<file path="config.mk">
export PLATFORM = sky130hd
export DESIGN_NAME = mac_accum
export DESIGN_NICKNAME = d
export VERILOG_FILES = /design/src/rtl/mac_accum_pkg.sv /design/src/rtl/mac_accum_sat_relu.sv /design/src/rtl/mac_accum.sv
export SDC_FILE = /design/constraint.sdc
export NUM_CORES = 1
export LEC_CHECK = 0
export ABC_AREA = 1
export BUFFER_PORTS_ARGS = -buffer_cell sky130_fd_sc_hd__buf_2
export CORE_ASPECT_RATIO = 0.8
export CORE_MARGIN = 2
export CORE_UTILIZATION = 59
export CTS_CLUSTER_DIAMETER = 120
export DETAILED_ROUTE_END_ITERATION = 8
export HOLD_SLACK_MARGIN = 0.03
export PLACE_DENSITY = 0.79
export RECOVER_POWER = 50
export SYNTH_ARGS = -nofsm -noshare
export SYNTH_HDL_FRONTEND = slang
export SYNTH_HIERARCHICAL = 1
export SYNTH_SLANG_ARGS = --single-unit
</file>
<file path="constraint.sdc">
create_clock -name clk -period 3.75 [get_ports clk]
set_input_delay 0 -clock clk [delete_from_list [all_inputs] [get_ports clk]]
set_output_delay 0 -clock clk [all_outputs]
set_load 0.02 [all_outputs]
</file>
<file path="src/rtl/mac_accum_pkg.sv">
// Shared definitions for the MAC accumulator and its post-processing stages.
// Includes the state encoding and the saturation limits derived from a data width.
package mac_accum_pkg;

    typedef enum logic [1:0] {
        MACC_IDLE  = 2'd0,
        MACC_ACCUM = 2'd1,
        MACC_OUT   = 2'd2
    } macc_state_t;

    localparam int unsigned MACC_DATA_WID = 16;
    localparam int unsigned MACC_GUARD_B  = 8;
    localparam int unsigned MACC_LEN_B    = 8;

    // Signed saturation bounds for a w-bit result, usable in constant expressions.
    function automatic longint sat_max_of(input int unsigned w);
        return (longint'(1) << (w - 1)) - 1;
    endfunction

    function automatic longint sat_min_of(input int unsigned w);
        return -(longint'(1) << (w - 1));
    endfunction

endpackage

</file>
<file path="src/rtl/mac_accum_sat_relu.sv">
// Combinational post-processing: saturate a guarded accumulator value to
// DATA_WID bits, then optionally clamp negative results to zero.
module sat_relu
    import mac_accum_pkg::*;
#(
    parameter int unsigned DATA_WID = MACC_DATA_WID,
    parameter int unsigned GUARD_B  = MACC_GUARD_B
) (
    input  logic signed [DATA_WID+GUARD_B-1:0] acc_in,
    input  logic                               relu_en,
    output logic        [DATA_WID-1:0]         result
);

    localparam int unsigned ACC_W = DATA_WID + GUARD_B;
    localparam logic signed [ACC_W-1:0] SAT_HI = ACC_W'(sat_max_of(DATA_WID));
    localparam logic signed [ACC_W-1:0] SAT_LO = ACC_W'(sat_min_of(DATA_WID));

    logic [DATA_WID-1:0] sat_val;

    always_comb begin
        sat_val = acc_in[DATA_WID-1:0];
        if (acc_in > SAT_HI) begin
            sat_val = SAT_HI[DATA_WID-1:0];
        end else if (acc_in < SAT_LO) begin
            sat_val = SAT_LO[DATA_WID-1:0];
        end
    end

    always_comb begin
        result = sat_val;
        if (relu_en && sat_val[DATA_WID-1]) begin
            result = '0;
        end
    end

endmodule

</file>
<file path="src/rtl/mac_accum.sv">
// Dot-product accumulator: sums len signed products onto a bias in a guarded
// accumulator, then saturates / ReLUs and presents the result on valid/ready.
module mac_accum
    import mac_accum_pkg::*;
#(
    parameter int unsigned DATA_WID = MACC_DATA_WID,
    parameter int unsigned GUARD_B  = MACC_GUARD_B,
    parameter int unsigned LEN_B    = MACC_LEN_B
) (
    input  logic                       clk,
    input  logic                       reset,
    input  logic                       start,
    input  logic        [LEN_B-1:0]    len,
    input  logic signed [DATA_WID-1:0] bias,
    input  logic                       relu_en,
    input  logic                       in_valid,
    input  logic signed [DATA_WID-1:0] in_data,
    output logic                       in_ready,
    output logic                       out_valid,
    output logic        [DATA_WID-1:0] out_data,
    input  logic                       out_ready,
    output logic                       busy
);

    localparam int unsigned ACC_W = DATA_WID + GUARD_B;

    macc_state_t state, state_nxt;

    logic signed [ACC_W-1:0]    acc;
    logic        [LEN_B-1:0]    cnt;
    logic                       relu_q;

    logic signed [ACC_W-1:0]    bias_ext;
    logic signed [ACC_W-1:0]    data_ext;
    logic signed [ACC_W-1:0]    sum;
    logic signed [ACC_W-1:0]    sat_in;
    logic                       sat_relu_en;
    logic        [DATA_WID-1:0] post;
    logic                       take;
    logic                       last;

    assign bias_ext = {{GUARD_B{bias[DATA_WID-1]}}, bias};
    assign data_ext = {{GUARD_B{in_data[DATA_WID-1]}}, in_data};
    assign sum      = acc + data_ext;
    assign take     = (state == MACC_ACCUM) && in_valid;
    assign last     = take && (cnt == LEN_B'(1));

    // One post-processing instance serves both the len==0 path (bias with the
    // incoming relu_en, not yet latched) and the final-product path.
    always_comb begin
        sat_in      = sum;
        sat_relu_en = relu_q;
        if (state == MACC_IDLE) begin
            sat_in      = bias_ext;
            sat_relu_en = relu_en;
        end
    end

    sat_relu #(
        .DATA_WID (DATA_WID),
        .GUARD_B  (GUARD_B)
    ) u_sat_relu (
        .acc_in  (sat_in),
        .relu_en (sat_relu_en),
        .result  (post)
    );

    always_ff @(posedge clk) begin
        if (reset) begin
            state <= MACC_IDLE;
        end else begin
            state <= state_nxt;
        end
    end

    always_comb begin
        state_nxt = state;
        case (state)
            MACC_IDLE: begin
                if (start) begin
                    state_nxt = (len == '0) ? MACC_OUT : MACC_ACCUM;
                end
            end
            MACC_ACCUM: begin
                if (last) begin
                    state_nxt = MACC_OUT;
                end
            end
            MACC_OUT: begin
                if (out_ready) begin
                    state_nxt = MACC_IDLE;
                end
            end
            default: state_nxt = MACC_IDLE;
        endcase
    end

    always_ff @(posedge clk) begin
        if (reset) begin
            acc      <= '0;
            cnt      <= '0;
            relu_q   <= 1'b0;
            out_data <= '0;
        end else begin
            case (state)
                MACC_IDLE: begin
                    if (start) begin
                        acc    <= bias_ext;
                        cnt    <= len;
                        relu_q <= relu_en;
                        if (len == '0) begin
                            out_data <= post;
                        end
                    end
                end
                MACC_ACCUM: begin
                    if (take) begin
                        acc <= sum;
                        cnt <= cnt - LEN_B'(1);
                        if (last) begin
                            out_data <= post;
                        end
                    end
                end
                default: ;
            endcase
        end
    end

    assign in_ready  = (state == MACC_ACCUM);
    assign out_valid = (state == MACC_OUT);
    assign busy      = (state != MACC_IDLE);

endmodule

</file>
==> results of run 1 <==
state kept, by name (all words and copies together), names as in the netlist:
name,flops
out_data,16
relu_q,1
state,2
acc,24
cnt,8
worst max-delay path: stages, from the launching register on:
cell and delay, ps:
dfxtp_1 440, nor2_4 130, inv_1 760, nor2_4 20
a21oi_1 490, inv_2 230, nand3_2 480, a21oi_1 150
dlygate4sd3_1 600
layer usage:
metal / GRT usage / up-vias / wire (um)
met3: 0.0749 / 26 / 1140
met1: 0.458 / 2284 / 6420
li1: - / 2561 / -
met4: 0.0946 / 0 / 273
met2: 0.510 / 212 / 5550
met5: 0 / - / 0
metrics by stage:
stage | instances | total power, uW
floorplan | 757 | 1660
global placement | 904 | 1910
detailed placement | 904 | 1940
CTS | 932 | 2360
global route | 932 | 2560
finish | 932 | 2370
layout make-up:
cell class | instances | area, um^2
Clock buffer | 5 | 68.8
Multi-Input combinational cell | 557 | 2850
Tap cell | 105 | 131
Fill cell | 700 | 2290
Clock inverter | 3 | 43.8
Sequential cell | 51 | 1020
Timing Repair Buffer | 87 | 519
Inverter | 124 | 465
placed cells by master (no fill, tap or decap), types with 2 or more instances in the layout:
master and count:
clkbuf_8 5, a211oi_1 5, a31oi_1 13, clkbuf_1 17, xor2_1 9, nor2_1 46, inv_2 4, nor2_2 3
o21ai_1 18, a21oi_2 10, a21oi_1 56, nand2_2 11, dfxtp_1 51, dlygate4sd3_1 20, nand3b_1 6, o21ai_0 50
buf_4 2, ha_1 25, xnor2_1 2, nand2_1 224, nor4_1 2, buf_2 47, inv_1 120, nand4_1 7
or2_2 2, nand3_1 55, or2_0 2, nor2_4 2
synth_stat cells, types with 2 or more instances:
cell type  number
a21oi_2        10
or2_2           2
nand3_1        55
a211oi_1        5
nand2_2        11
inv_2           5
buf_2          10
nor2_1         46
clkbuf_1        8
nand4_1         7
o21ai_1        19
xnor2_1         2
nand3b_1        6
dfxtp_1        51
buf_4           3
xor2_1          9
nand2_1       224
nor2_4          2
o21ai_0        49
a21oi_1        55
inv_1         119
a31oi_1        13
buf_6           2
nor2_2          3
or2_0           2
nor4_1          2
ha_1           25
worst max path at each step:
| stage | startpoint | cells after the start | slack (ps) | end |
|---|---|---|---|---|
| final | state[1] | 8 | 320 | state[1] |
| after CTS | acc[0] | 19 | 580 | out_data[4] |
| after global routing | state[1] | 8 | 160 | state[1] |
| after detailed placement | acc[0] | 19 | 610 | out_data[4] |
| after global placement | acc[0] | 19 | 730 | out_data[4] |
| after floorplan | acc[0] | 20 | 1160 | out_data[5] |
power groups by stage:
stage	Clock, uW	Combinational [uW]	Sequential (uW)
3_3_place_gp	0	1220	693
3_5_place_dp	0	1240	697
4_1_cts	412	1260	686
2_1_floorplan	0	945	717
6_report	408	1280	687
5_1_grt	427	1430	698
repair_timing:
action / 4_1_cts / 5_1_grt
endpoints found under the setup margin: 0 / 0
setup buffers: 0 / 0
hold endpoints to repair: 20 / 0
hold buffers: 20 / 0
kinds of logic after synthesis:
kind of cell    synth area share
buf+inv                    0.137
fa+ha+maj                 0.0740
xor+xnor                  0.0214
compound gates             0.195
simple gates               0.346
flops                      0.227
==> flow_summary.yaml, run 1 <==
clocking:
  cts_tree: "built"
  cts_max_path_buffers: 2
  clock_latency_ps: 320
  cts_sinks: 51
  root_buffer: "clkbuf_8"
  htreeDepth: 2
  cts_resized: 0
  cts_buffers: 5
  clk_pin_slew_ps: 110
routing:
  viasPerCell: 5.45
  drtIter0Drc: 386
  totalWireLength_um: 13400
  remaining_drc_errors: 0
  wl_per_cell_um: 14.4
  firstDrtPassIters: 5
  dr_total_vias: 5083
  antenna_left: 0
sta:
  hold_ws_ps: 31.2
  max_freq_ghz: 0.291
  setup_slack_ps: 319
  period_needed_ps: 3430
  tightest_slew_ps: 1020
  hold_viol: 0
  skew_ps: 14.3
  drv_slew: 0
  finalCritPeriodShare: 0.915
  setup_violations: 0
  grt_setup_unrepaired: "no"
  fin_tns_setup_ps: 0
  slew_headroom: 0.321
worst_setup_path:
  r2r_slack_ps: 320
  crit_arrival_ps: 3650
  worstPathMaxFanout: 33
  worstSetupPathType: "flip-flop to flip-flop"
  cp.required_ps: 3970
  r2r-end: "state[1]"
  r2r_cells: 8
  endpoint_kind: "flip-flop"
  startpoint_type: "flip-flop"
  timing.rr.start: "state[1]"
layout:
  drive_gt1_frac: 0.114
  fin_util: 0.690
  final_area_um2: 5100
  nNetsFinal: 898
  area_growth_pct: 13.4
  n_antenna_cell: 0
placed_design:
  dpl_cell_area_um2: 4830
  io_buffers: 64
  post-place-ws_ps: 609
  place_congestion: 1.02
  hpwl_um: 9950
yosys:
  synth.avg_cell_area_um2: 5.95
  synth_edf_count: 0
  syn_area_um2: 4500
  synth_warnings: 6
  synthFlopType: "dfxtp_1"
  synth_top_area_cell: "dfxtp_1"
  synthesis.nets: 829
  synth_top_area_share: 0.227
  synthDistinctLibCells: 39
  ys_seq_area_frac: 0.227
  synth-seq-cells: 51
  synthCells: 757
  synth_async_sr_flop_share: 0
  synth_area_leaders: "dfxtp_1, nand2_1, inv_1, ha_1, a21oi_1"
power_and_ir_drop:
  p_seq_frac: 0.289
  vdd_drop_max_mv: 0.239
  power.static_leakage_uw: 0.00262
  intPower_uw: 1250
  cellPowerDensity_nw_per_um2: 465
  switching_share: 0.475
  clockPowerShare: 0.172
  p_sw_uw: 1130
  pwr-share-comb: 0.539
flow_run:
  cap_violations: 0
global_route:
  grt_pass1_wl_um: 21400
  grt_usage: 0.329
  grt_pass1_vias: 4538
  grt_max_degree: 41
  gr-total-overflow: 0
  antenna_found_initial: 0
die:
  dieWidth_um: 102
  die_area_um2: 8350
  floorplan.rows: 28
  fp.dieH_um: 82.1
  core_area_um2: 7390
  initial_core_util: 0.609
  ioPinCount: 65
min_path:
  hold_end: "acc[14]"
  whs_path_depth: 5
  min_path_type: "input port to flip-flop"
  hold_start: "bias[14]"
outcome:
  status: "finished, final reports clean"
(Power assumes the default switching activity.)
==> inputs of run 2 (changes only) <==
--- a/config.mk
+++ b/config.mk
@@ -7,13 +7,15 @@
 export LEC_CHECK = 0
 export ABC_AREA = 1
 export BUFFER_PORTS_ARGS = -buffer_cell sky130_fd_sc_hd__buf_2
+export CELL_PAD_IN_SITES_DETAIL_PLACEMENT = 1
+export CELL_PAD_IN_SITES_GLOBAL_PLACEMENT = 1
 export CORE_ASPECT_RATIO = 0.8
 export CORE_MARGIN = 2
-export CORE_UTILIZATION = 59
+export CORE_UTILIZATION = 40
 export CTS_CLUSTER_DIAMETER = 120
 export DETAILED_ROUTE_END_ITERATION = 8
 export HOLD_SLACK_MARGIN = 0.03
-export PLACE_DENSITY = 0.79
+export PLACE_DENSITY = 0.78
 export RECOVER_POWER = 50
 export SYNTH_ARGS = -nofsm -noshare
 export SYNTH_HDL_FRONTEND = slang
==> flow_summary.yaml, run 2 (synthesis gave the netlist of run 1 again) <==
sta:
  grt_setup_unrepaired: "no"
  hold_ws_ps: 29.5
  finalCritPeriodShare: 0.912
  skew_ps: 8.65
  hold_viol: 0
  setup_slack_ps: 328
  setup_violations: 0
  slew_headroom: -0.344
  drv_slew: 38
  tightest_slew_ps: 2020
  fin_tns_setup_ps: 0
  period_needed_ps: 3420
  max_freq_ghz: 0.292
layout:
  area_growth_pct: 13.9
  nNetsFinal: 892
  layout_common_cells: "nand2_1, inv_1, a21oi_1, nand3_1, dfxtp_1"
  n_antenna_cell: 0
  reg_top3: "acc (24), out_data (16), cnt (8)"
  largest_register_ffs: 24
  final_cells: 965
  final_common_cell: "nand2_1"
  fillers: 1537
  top_register: "acc"
  drive_gt1_frac: 0.112
placed_design:
  hpwl_um: 12400
  place_congestion: 0.886
  dp.cells: 943
  post-place-ws_ps: 489
  io_buffers: 64
worst_setup_path:
  slowest_stage: "clkbuf_1"
  worstPathMaxFanout: 37
  timing.rr.start: "state[0]"
  path_cells: "inv_2 > nor2_1 > clkbuf_1 > inv_2 > nand2_1 > nand2_1 > inv_2 > a21oi_1"
  endpoint_kind: "flip-flop"
  startpoint: "state[0]"
  crit_arrival_ps: 3600
  r2r_cells: 8
  cp-endpoint: "acc[23]"
  r2r_slack_ps: 330
  cp.required_ps: 3930
  r2r-end: "acc[23]"
  crit_path_frequent_cell: "inv_2"
  startpoint_type: "flip-flop"
  worstSetupPathType: "flip-flop to flip-flop"
  max_stage_delay_ps: 1480
outcome:
  violations: "capacitance limit, slew limit"
  status: "finished, violations left"
min_path:
  min_path_type: "input port to flip-flop"
global_route:
  grt_usage: 0.277
  antenna_found_initial: 0
  grt_max_degree: 38
  gr-total-overflow: 0
  grt_pass1_wl_um: 26400
  grt_pass1_vias: 5456
routing:
  firstDrtPassIters: 4
  viasPerCell: 5.33
  dr_total_vias: 5145
  remaining_drc_errors: 0
  drtIter0Drc: 265
  antenna_left: 0
  wl_per_cell_um: 16.8
  totalWireLength_um: 16200
die:
  core_area_um2: 10900
  fp.dieH_um: 98.9
  initial_core_util: 0.412
  dieWidth_um: 123
  ioPinCount: 65
  floorplan.rows: 34
  die_area_um2: 12100
clocking:
  cts_resized: 0
  cts_max_path_buffers: 2
  htreeDepth: 2
  ctsHoldBuffers: 14
  root_buffer: "clkbuf_16"
  cts_tree: "built"
  clock_latency_ps: 300
  cts_setup_buffers: 0
  clk_pin_slew_ps: 80
  cts_buffers: 5
  cts_sinks: 51
flow_run:
  cap_violations: 1
power_and_ir_drop:
  power.static_leakage_uw: 0.00260
  vdd_drop_max_mv: 0.201
  cellPowerDensity_nw_per_um2: 487
run 2: cell count changes in the layout (fill, tap and decap cells not counted), moves of 3 or more:
cell	previous run	this run
clkbuf_1	17	20
dlygate4sd3_1	20	14
clkbuf_16	0	5
clkbuf_8	5	0
run 2: critical path: cells and delay by family, from the launching register on:
kind,cells,cell delay [ps]
DFF,1,410
and+or+nand+nor,3,470
AOI/OAI and AO/OA,1,100
buffers and inverters,4,2300
run 2: cell type report:
class                   count  area [um^2]  area share
clock inverters             2         12.5     0.00244
inverters                 124          465      0.0908
flip-flops and latches     51         1020       0.199
clock buffers               6          129      0.0251
multi-input cells         557         2860       0.558
well taps                 144          180      0.0351
repair buffers             81          457      0.0891
run 2: how the worst min path moves through the flow:
stage	slack (ps)	start	to	cells after the start
2_1_floorplan	70	reset	cnt[2]	1
6_report	30	relu_en	relu_q	3
3_5_place_dp	270	reset	state[1]	2
3_3_place_gp	270	reset	cnt[2]	2
5_1_grt	60	bias[7]	acc[7]	3
4_1_cts	30	bias[7]	acc[7]	3
run 2: power breakdown:
group	switching, uW	total (uW)	internal [uW]
Combinational	911	1330	415
Sequential	64.3	697	633
Clock	226	474	248
Total	1200	2500	1300
run 2: metrics by stage:
| stage | cell area [um^2] | utilization | total power (uW) |
|---|---|---|---|
| 2_1_floorplan | 4500 | - | 1660 |
| 3_3_place_gp | 4870 | 0.446 | 1960 |
| 3_5_place_dp | 4870 | 0.446 | 2010 |
| 4_1_cts | 5160 | 0.472 | 2500 |
| 5_1_grt | 5130 | 0.469 | 2700 |
| 6_report | 5130 | 0.469 | 2500 |
run 2: layer usage:
metal	vias up	track usage	wire, um
met5	-	0	0
li1	2550	-	-
met1	2481	0.367	7380
met3	11	0.0341	826
met2	103	0.482	7820
met4	0	0.0575	143
